**config.mk**
```make
export PLATFORM = sky130hd
export DESIGN_NAME = hazard_stall_unit
export DESIGN_NICKNAME = d
export VERILOG_FILES = /design/src/rtl/hazard_stall_unit.sv
export SDC_FILE = /design/constraint.sdc
export NUM_CORES = 1
export LEC_CHECK = 0
export BUFFER_PORTS_ARGS = -buffer_cell sky130_fd_sc_hd__buf_2
export CAP_MARGIN = 5
export CORE_UTILIZATION = 45
export DETAILED_ROUTE_END_ITERATION = 10
export HOLD_SLACK_MARGIN = 0.03
export MAX_ROUTING_LAYER = met4
export PLACE_DENSITY = 0.69
export SLEW_MARGIN = 30
export SYNTH_ARGS = -nofsm -noshare
export SYNTH_HDL_FRONTEND = slang
export SYNTH_SLANG_ARGS = --single-unit
```
**constraint.sdc**
```tcl
create_clock -name clk -period 2.5 [get_ports clk]
set_input_delay 0.5 -clock clk [delete_from_list [all_inputs] [get_ports clk]]
set_output_delay 0.5 -clock clk [all_outputs]
set_load 0.02 [all_outputs]
```
**src/rtl/hazard_stall_unit.sv**
```systemverilog
// Pipeline interlock: RAW stall detection against a 3-slot destination shadow, IF/ID squash, perf counters.
// Optional macro FORWARDING_EN: IX/MEM results are forwarded, so only a load in IX stalls the consumer.
module hazard_stall_unit #(
   parameter int CNT_W  = 16,
   parameter int NREG_W = 5
) (
   input  logic              clk,
   input  logic              rst_n,
   input  logic              id_valid,
   input  logic [NREG_W-1:0] id_rs,
   input  logic [NREG_W-1:0] id_rt,
   input  logic              id_uses_rs,
   input  logic              id_uses_rt,
   input  logic [NREG_W-1:0] id_dest,
   input  logic              id_write_to_reg,
   input  logic              id_is_load,
   input  logic              ix_redirect,
   output logic              stall_out,
   output logic              pc_hold,
   output logic              ifid_hold,
   output logic              ifid_flush,
   output logic [1:0]        state_out,
   output logic [CNT_W-1:0]  stall_cnt,
   output logic [CNT_W-1:0]  flush_cnt
);

   typedef enum logic [1:0] {
      ST_RUN   = 2'd0,
      ST_STALL = 2'd1,
      ST_FLUSH = 2'd2
   } state_t;

   localparam int SLOT_IX  = 0;
   localparam int SLOT_MEM = 1;
   localparam int SLOT_WB  = 2;

   logic              slot_v_reg    [3];
   logic [NREG_W-1:0] slot_dest_reg [3];
   logic              slot_ld_reg   [3];
   state_t            state_reg;
   logic [CNT_W-1:0]  stall_cnt_reg;
   logic [CNT_W-1:0]  flush_cnt_reg;

   logic [1:0] slot_eligible;
   logic [1:0] rs_match;
   logic [1:0] rt_match;
   logic       hit;
   logic       ix_bubble;
   logic       unused_slot_bits;

   // Only IX and MEM can hit: WB writes the register file before ID reads it.
   genvar gi;
   generate
      for (gi = 0; gi < 2; gi++) begin : g_match
`ifdef FORWARDING_EN
         if (gi == SLOT_IX) begin : g_load_use
            assign slot_eligible[gi] = slot_v_reg[gi] & slot_ld_reg[gi];
         end else begin : g_forwarded
            assign slot_eligible[gi] = 1'b0;
         end
`else
         assign slot_eligible[gi] = slot_v_reg[gi];
`endif
         assign rs_match[gi] = slot_eligible[gi] && (slot_dest_reg[gi] == id_rs) && (id_rs != '0);
         assign rt_match[gi] = slot_eligible[gi] && (slot_dest_reg[gi] == id_rt) && (id_rt != '0);
      end
   endgenerate

   assign hit = id_valid & ((id_uses_rs & (|rs_match)) | (id_uses_rt & (|rt_match)));

   // A redirect squashes ID, so it overrides any pending stall.
   assign stall_out  = rst_n & hit & ~ix_redirect;
   assign pc_hold    = stall_out;
   assign ifid_hold  = stall_out;
   assign ifid_flush = rst_n & ix_redirect;
   assign ix_bubble  = stall_out | ix_redirect | ~id_valid;

   assign state_out = state_reg;
   assign stall_cnt = stall_cnt_reg;
   assign flush_cnt = flush_cnt_reg;

   // WB slot is kept for observability of the in-flight window but never compared.
   assign unused_slot_bits = ^{slot_v_reg[SLOT_WB], slot_dest_reg[SLOT_WB],
                               slot_ld_reg[SLOT_WB], slot_ld_reg[SLOT_MEM], slot_ld_reg[SLOT_IX]};

   always_ff @(posedge clk or negedge rst_n) begin
      if (!rst_n) begin
         for (int i = 0; i < 3; i++) begin
            slot_v_reg[i]    <= 1'b0;
            slot_dest_reg[i] <= '0;
            slot_ld_reg[i]   <= 1'b0;
         end
         state_reg     <= ST_RUN;
         stall_cnt_reg <= '0;
         flush_cnt_reg <= '0;
      end else begin
         slot_v_reg[SLOT_WB]     <= slot_v_reg[SLOT_MEM];
         slot_dest_reg[SLOT_WB]  <= slot_dest_reg[SLOT_MEM];
         slot_ld_reg[SLOT_WB]    <= slot_ld_reg[SLOT_MEM];
         slot_v_reg[SLOT_MEM]    <= slot_v_reg[SLOT_IX];
         slot_dest_reg[SLOT_MEM] <= slot_dest_reg[SLOT_IX];
         slot_ld_reg[SLOT_MEM]   <= slot_ld_reg[SLOT_IX];

         if (ix_bubble) begin
            slot_v_reg[SLOT_IX]    <= 1'b0;
            slot_dest_reg[SLOT_IX] <= '0;
            slot_ld_reg[SLOT_IX]   <= 1'b0;
         end else begin
            slot_v_reg[SLOT_IX]    <= id_write_to_reg && (id_dest != '0);
            slot_dest_reg[SLOT_IX] <= id_dest;
            slot_ld_reg[SLOT_IX]   <= id_is_load;
         end

         if (ix_redirect) begin
            state_reg <= ST_FLUSH;
         end else if (stall_out) begin
            state_reg <= ST_STALL;
         end else begin
            state_reg <= ST_RUN;
         end

         if (stall_out && (stall_cnt_reg != {CNT_W{1'b1}})) begin
            stall_cnt_reg <= stall_cnt_reg + CNT_W'(1);
         end
         if (ifid_flush && (flush_cnt_reg != {CNT_W{1'b1}})) begin
            flush_cnt_reg <= flush_cnt_reg + CNT_W'(1);
         end
      end
   end

endmodule
```
* Word level (Yosys, flattened, before mapping)
Cells that the tools add are included.
** Cells by class
- Reduce and logical (&&, ||, !) cells :: 16
- Mux-type cells :: 4
- Add/sub/neg operators :: 2
- Eq/ne operators :: 6
- Bitwise logic cells :: 11
** Operators by type and width (count)
- $add A16 B1 Y16 const B :: 2
- $ne A16 B16 Y1 const B :: 2
- $eq A5 B5 Y1 :: 4
- $reduce_bool A5 Y1 :: 3
- $logic_and A1 B1 Y1 :: 11
- $and A1 B1 Y1 :: 6
- $mux W5 :: 1
- $reduce_or A2 Y1 :: 2
- $or A1 B1 Y1 :: 3
- $mux W1 :: 2
- $mux W2 :: 1
- $not A1 Y1 :: 2
** Word-level totals
- Bits of input ports :: 23
- Word-level logic and storage cells :: 46
- Flip-flop bits (word level) :: 46
- Output and inout bits :: 38

* Depth between registers and ports, before layout
- Depth after elaboration :: 12
- Gate-level depth with buffers :: 7
- Gate-level depth less buffers :: 7

* Worst setup path after synthesis
No wires, ideal clock.
- Kind :: in2out
- From :: in id_rt[4]
- To :: out pc_hold
- Path slack :: 0.206 ns
- Required time :: 2.000 ns
- Cell stages on the path :: 6
- Data arrival time :: 1.794 ns
- Path buffers :: 2
- Cell sequence :: xor2_1 nor4_1 a32oi_1 o32ai_4 buf_6 buf_4
** On the way
- Longest elaborated chain between the ends :: 9
- Elaborated cells on any way between the ends :: 13
- Classes of those cells :: eq/ne: 2; bitwise: 5; reduce/logical: 6
** RTL lines
- start: declaration :: line 11 : input logic [NREG_W-1:0] id_rt,
- $eq A5 B5 Y1 :: line 65 : assign rt_match[gi] = slot_eligible[gi] && (slot_dest_reg[gi] == id_rt) && (id_rt != '0);
- $logic_and A1 B1 Y1 (2 in a row) :: line 65
- $reduce_or A2 Y1 (*) :: line 69 : assign hit = id_valid & ((id_uses_rs & (|rs_match)) | (id_uses_rt & (|rt_match)));
- $and A1 B1 Y1 (*) :: line 69
- $or A1 B1 Y1 (*) :: line 69
- $and A1 B1 Y1 (*) :: line 69
- $and A1 B1 Y1 (*) (2 in a row) :: line 72 : assign stall_out = rst_n & hit & ~ix_redirect;
- end: declaration :: line 19 : output logic pc_hold,
Every way passes the cells marked *; elsewhere a longest branch is shown, timed or not.

* Final worst setup path
- From :: reg slot_dest_reg[14] in the netlist's numbering
- To :: out ifid_hold
** On the way
- Longest elaborated chain between the ends :: 9
- Elaborated cells on any way between the ends :: 14
- Classes of those cells :: eq/ne: 2; bitwise: 6; reduce/logical: 6
** RTL lines
- start: declaration :: line 38 : logic [NREG_W-1:0] slot_dest_reg [3];
- start signal: indexed assignment :: line 98 : slot_dest_reg[SLOT_WB] <= slot_dest_reg[SLOT_MEM];
- start signal: indexed assignment :: line 101 : slot_dest_reg[SLOT_MEM] <= slot_dest_reg[SLOT_IX];
- start signal: indexed assignment :: line 110 : slot_dest_reg[SLOT_IX] <= id_dest;
- $eq A5 B5 Y1, on equally long branches :: line 64, 65
- $logic_and A1 B1 Y1, on equally long branches (2 in a row) :: line 64, 65
- $reduce_or A2 Y1 :: line 69
- $and A1 B1 Y1 :: line 69
- $or A1 B1 Y1 (*) :: line 69
- $and A1 B1 Y1 (*) :: line 69
- $and A1 B1 Y1 (*) (2 in a row) :: line 72
- end: declaration :: line 20 : output logic ifid_hold,
Marks and branches as above.

==> results by group <==
Hold path
  • Hold Path Stages: 1
  • Hold Path Class: primary input to flop

Logic synthesis
  • Primary FF master, synth: dfrtp_1
  • Sequential element share of the synthesized area: between 50% and 60%
  • Post-Synthesis Cells: 195
  • Post-synth net total: 220
  • Unique masters post-synth: 38
  • Post-synth EDFFs: 0
  • Syn Area/Cell: 11.5 µm²
  • Post-Syn Area: between 2000 and 2500 µm²
  • Asr flop ratio synth: between 90% and 100%
  • Yosys reg bits: 46
  • Yosys warns: 0

Global route
  • Largest net degree at the start of global routing: 46
  • Vias in the first global route: about 1600
  • Global-route wire length before repair: between 7000 and 8000 µm
  • All-layer global routing usage: between 10% and 20%
  • Final global-route overflow total: 0
  • Initial antenna violation count: 0

Setup path
  • Critical Path Source Type: flop
  • Worst EP required: approximately 2 ns
  • CP cell instances: xor2_1, nor4_2, a32oi_2, o32ai_4, buf_6
  • Worst path max stage delay: around 0.42 ns
  • Crit Path Class: flop to output port
  • Crit path max fanout: 5
  • R2R cell count: 7
  • Arrival @ worst endpoint: about 2.0 ns
  • Kind of end point of the critical path: output port
  • Slowest stage cell, crit path: dfrtp_1

Routing
  • Wire per inst: 13.0 µm
  • Antenna Nets Post-Route: 0
  • Total routed wirelength: 4300 µm
  • Vias/cell: just over 5
  • DRC Markers: 0
  • Initial DRT Pass Iterations: 4
  • Vias: 1672
  • Initial DRC Count: between 50 and 60

Layout
  • Fillers: ~430
  • Nets: approximately 290
  • Fraction of layout cells with a size suffix above 1: between 30% and 40%
  • # diodes: 0
  • P&R area growth vs syn: 23.5%
  • Layout Cells excl Fill: 331

Clocking
  • Clock sinks: 46
  • Clock latency on the worst-skew pair: 0.29 ns
  • CTS clk-pin slew, worst paths: 0.08 ns
  • Clock root cell: clkbuf_8
  • Num CTS Buffers: 5
  • CTS tree: built
  • H-tree Lvls: 2
  • Deepest clock path buffer count: 2

Place
  • Post-DP HPWL: 3170 µm
  • RD Place Congestion: 0.814
  • Placed cells: 319
  • Port Buffers: 59

STA
  • RSZ-0062 raised after global routing: yes
  • Slew @ Worst Pin: around 0.54 ns
  • Slew headroom: between 60% and 70%
  • Final setup fails: 0
  • Fmax: 406 MHz
  • Final Hold Viols: 0
  • Fin. max-slew vios: 0
  • Final Cycle Share: between 90% and 100%
  • Worst Skew: 0.00661 ns
  • Hold_ws: ~0.34 ns
  • Crit path time final: roughly 2.5 ns

Run
  • Max-Cap Viols: 0

Run status
  • Status: complete, no violations

Floorplanning
  • IO Pins: just over 60
  • Starting density of the core: between 40% and 50%
  • Die area: 5260 µm²
  • Die X: 72.5 µm
  • Core area: 4750 µm²
  • Die Y: between 70 and 80 µm
  • Rows: 25

Power and ir drop
  • VDD IR-drop max: between 0.5 and 0.6 mV
  • Pwr/cell area: roughly 570 nW/µm²
  • Leakage: 1.41 nW
[power breakdown]
| part | switching, W | total (W) | internal (W) |
|---|---|---|---|
| clock network | 0.000231 | 0.000454 | 0.000223 |
| logic | 0.000154 | 0.000265 | 0.000111 |
| registers | 0.0000632 | 0.000861 | 0.000797 |
[metal layers]
layer	GRT usage (%)	share of wire, %	vias to the layer above
li1	-	-	809
met2	27.5	46	48
met3	4.17	5.3	8
met1	25.0	47	807
met4	7.19	1.7	0
met5	-	0	-
[synth_stat cells, types with 2 or more instances]
| cell type | instances | area share [%] |
|---|---|---|
| o21ai_1 | 2 | 0.45 |
| a21oi_1 | 2 | 0.45 |
| nor2_1 | 9 | 1.5 |
| ha_1 | 2 | 1.1 |
| nor4_1 | 4 | 1.1 |
| nand4_1 | 8 | 2.2 |
| nor3_1 | 2 | 0.45 |
| a32oi_1 | 2 | 0.78 |
| or4_1 | 2 | 0.67 |
| or3_1 | 2 | 0.56 |
| xnor2_1 | 24 | 9.4 |
| buf_4 | 2 | 0.67 |
| inv_1 | 3 | 0.50 |
| and3_1 | 6 | 1.7 |
| nand3_1 | 16 | 3.6 |
| dfrtp_1 | 46 | 51 |
| or2_2 | 2 | 0.56 |
| xor2_1 | 26 | 10 |
| and2_1 | 10 | 2.8 |
| nand2_1 | 7 | 1.2 |
[worst paths after layout]
check	slack (ns)	end	start
setup / recovery	0.04	ifid_hold	slot_dest_reg[14]$_DFF_PN0_
hold / removal	0.34	state_out[1]$_DFF_PN0_	ix_redirect
setup reg to reg	0.33	stall_cnt[7]$_DFFE_PN0P_	slot_dest_reg[14]$_DFF_PN0_
hold reg to reg	0.41	slot_eligible[1]$_DFF_PN0_	slot_eligible[0]$_DFF_PN0_
max in group asynchronous	1.75	flush_cnt[12]$_DFFE_PN0P_	rst_n
min in group asynchronous	0.35	stall_cnt[2]$_DFFE_PN0P_	rst_n
[what timing repair did]
action,in CTS,in global routing
endpoints found under the hold margin,2,0
endpoints found under the setup margin,3,3
buffers inserted,0,3
hold buffers,1,0
gates resized for setup,1,8
pin swaps,0,5
[metrics by stage]
stage                     setup TNS [ns]  total power (W)  setup WS [ns]  area (µm²)  util (%)
after global routing              -0.217          0.00167        -0.0736        2760      58.1
after global placement                 0          0.00113          0.135        2600      54.7
after CTS                        -0.0166          0.00160       -0.00870        2700      56.9
after floorplan                        0          0.00102          0.206        2240         -
final                                  0          0.00158         0.0382        2760      58.1
after detailed placement               0          0.00114          0.123        2600      54.7
[logic make-up (layout without fill, tap and decap cells)]
family / Yosys count / count (layout) / synth area share, %
AO/OA/AOI/OAI: 11 / 11 / 4.87
XOR/XNOR: 50 / 50 / 19.6
adder cells (fa/ha/maj): 2 / 2 / 1.12
buffers and inverters: 7 / 76 / 1.90
flip-flops: 46 / 46 / 51.5
multiplexers: 2 / 2 / 1.01
AND/OR/NAND/NOR: 77 / 77 / 20.1
[cell type report]
type	instances	area, µm²	share of cell area (%)
multi-input cells	142	1060	38.5
clock inverters	1	5.00	0.181
repair buffers	65	362	13.1
clock buffers	7	86.3	3.12
flip-flops and latches	46	1150	41.7
inverters	3	11.3	0.408
well taps	67	83.8	3.03
[worst max-delay path, delay by kind of cell, from the launching register on]
family                 cells  cell delay, ns
AO/OA/AOI/OAI              2            0.54
XOR/XNOR                   1            0.19
buffers and inverters      1            0.18
flip-flops                 1            0.42
AND/OR/NAND/NOR            1            0.34
[cells in the final DEF, fill, tap and decap left out, types with 2 or more instances in the layout]
master    netlist  routed
buf_4           2       5
dfrtp_1        46      46
clkbuf_8        0       6
nor4_1          4       2
nand4_1         8       8
a21oi_1         2       2
xor2_1         26      26
nor3_1          2       2
nand3_1        16      16
xnor2_1        24      24
inv_1           3       3
and2_1         10      10
and3_1          6       6
o21ai_1         2       2
or2_2           2       2
buf_6           1       3
buf_2           1      56
nor4_2          0       2
ha_1            2       2
or3_1           2       2
or4_1           2       2
nand2_1         7       7
nor2_1          9       9
Note: power is estimated with default switching activity, not from simulation.
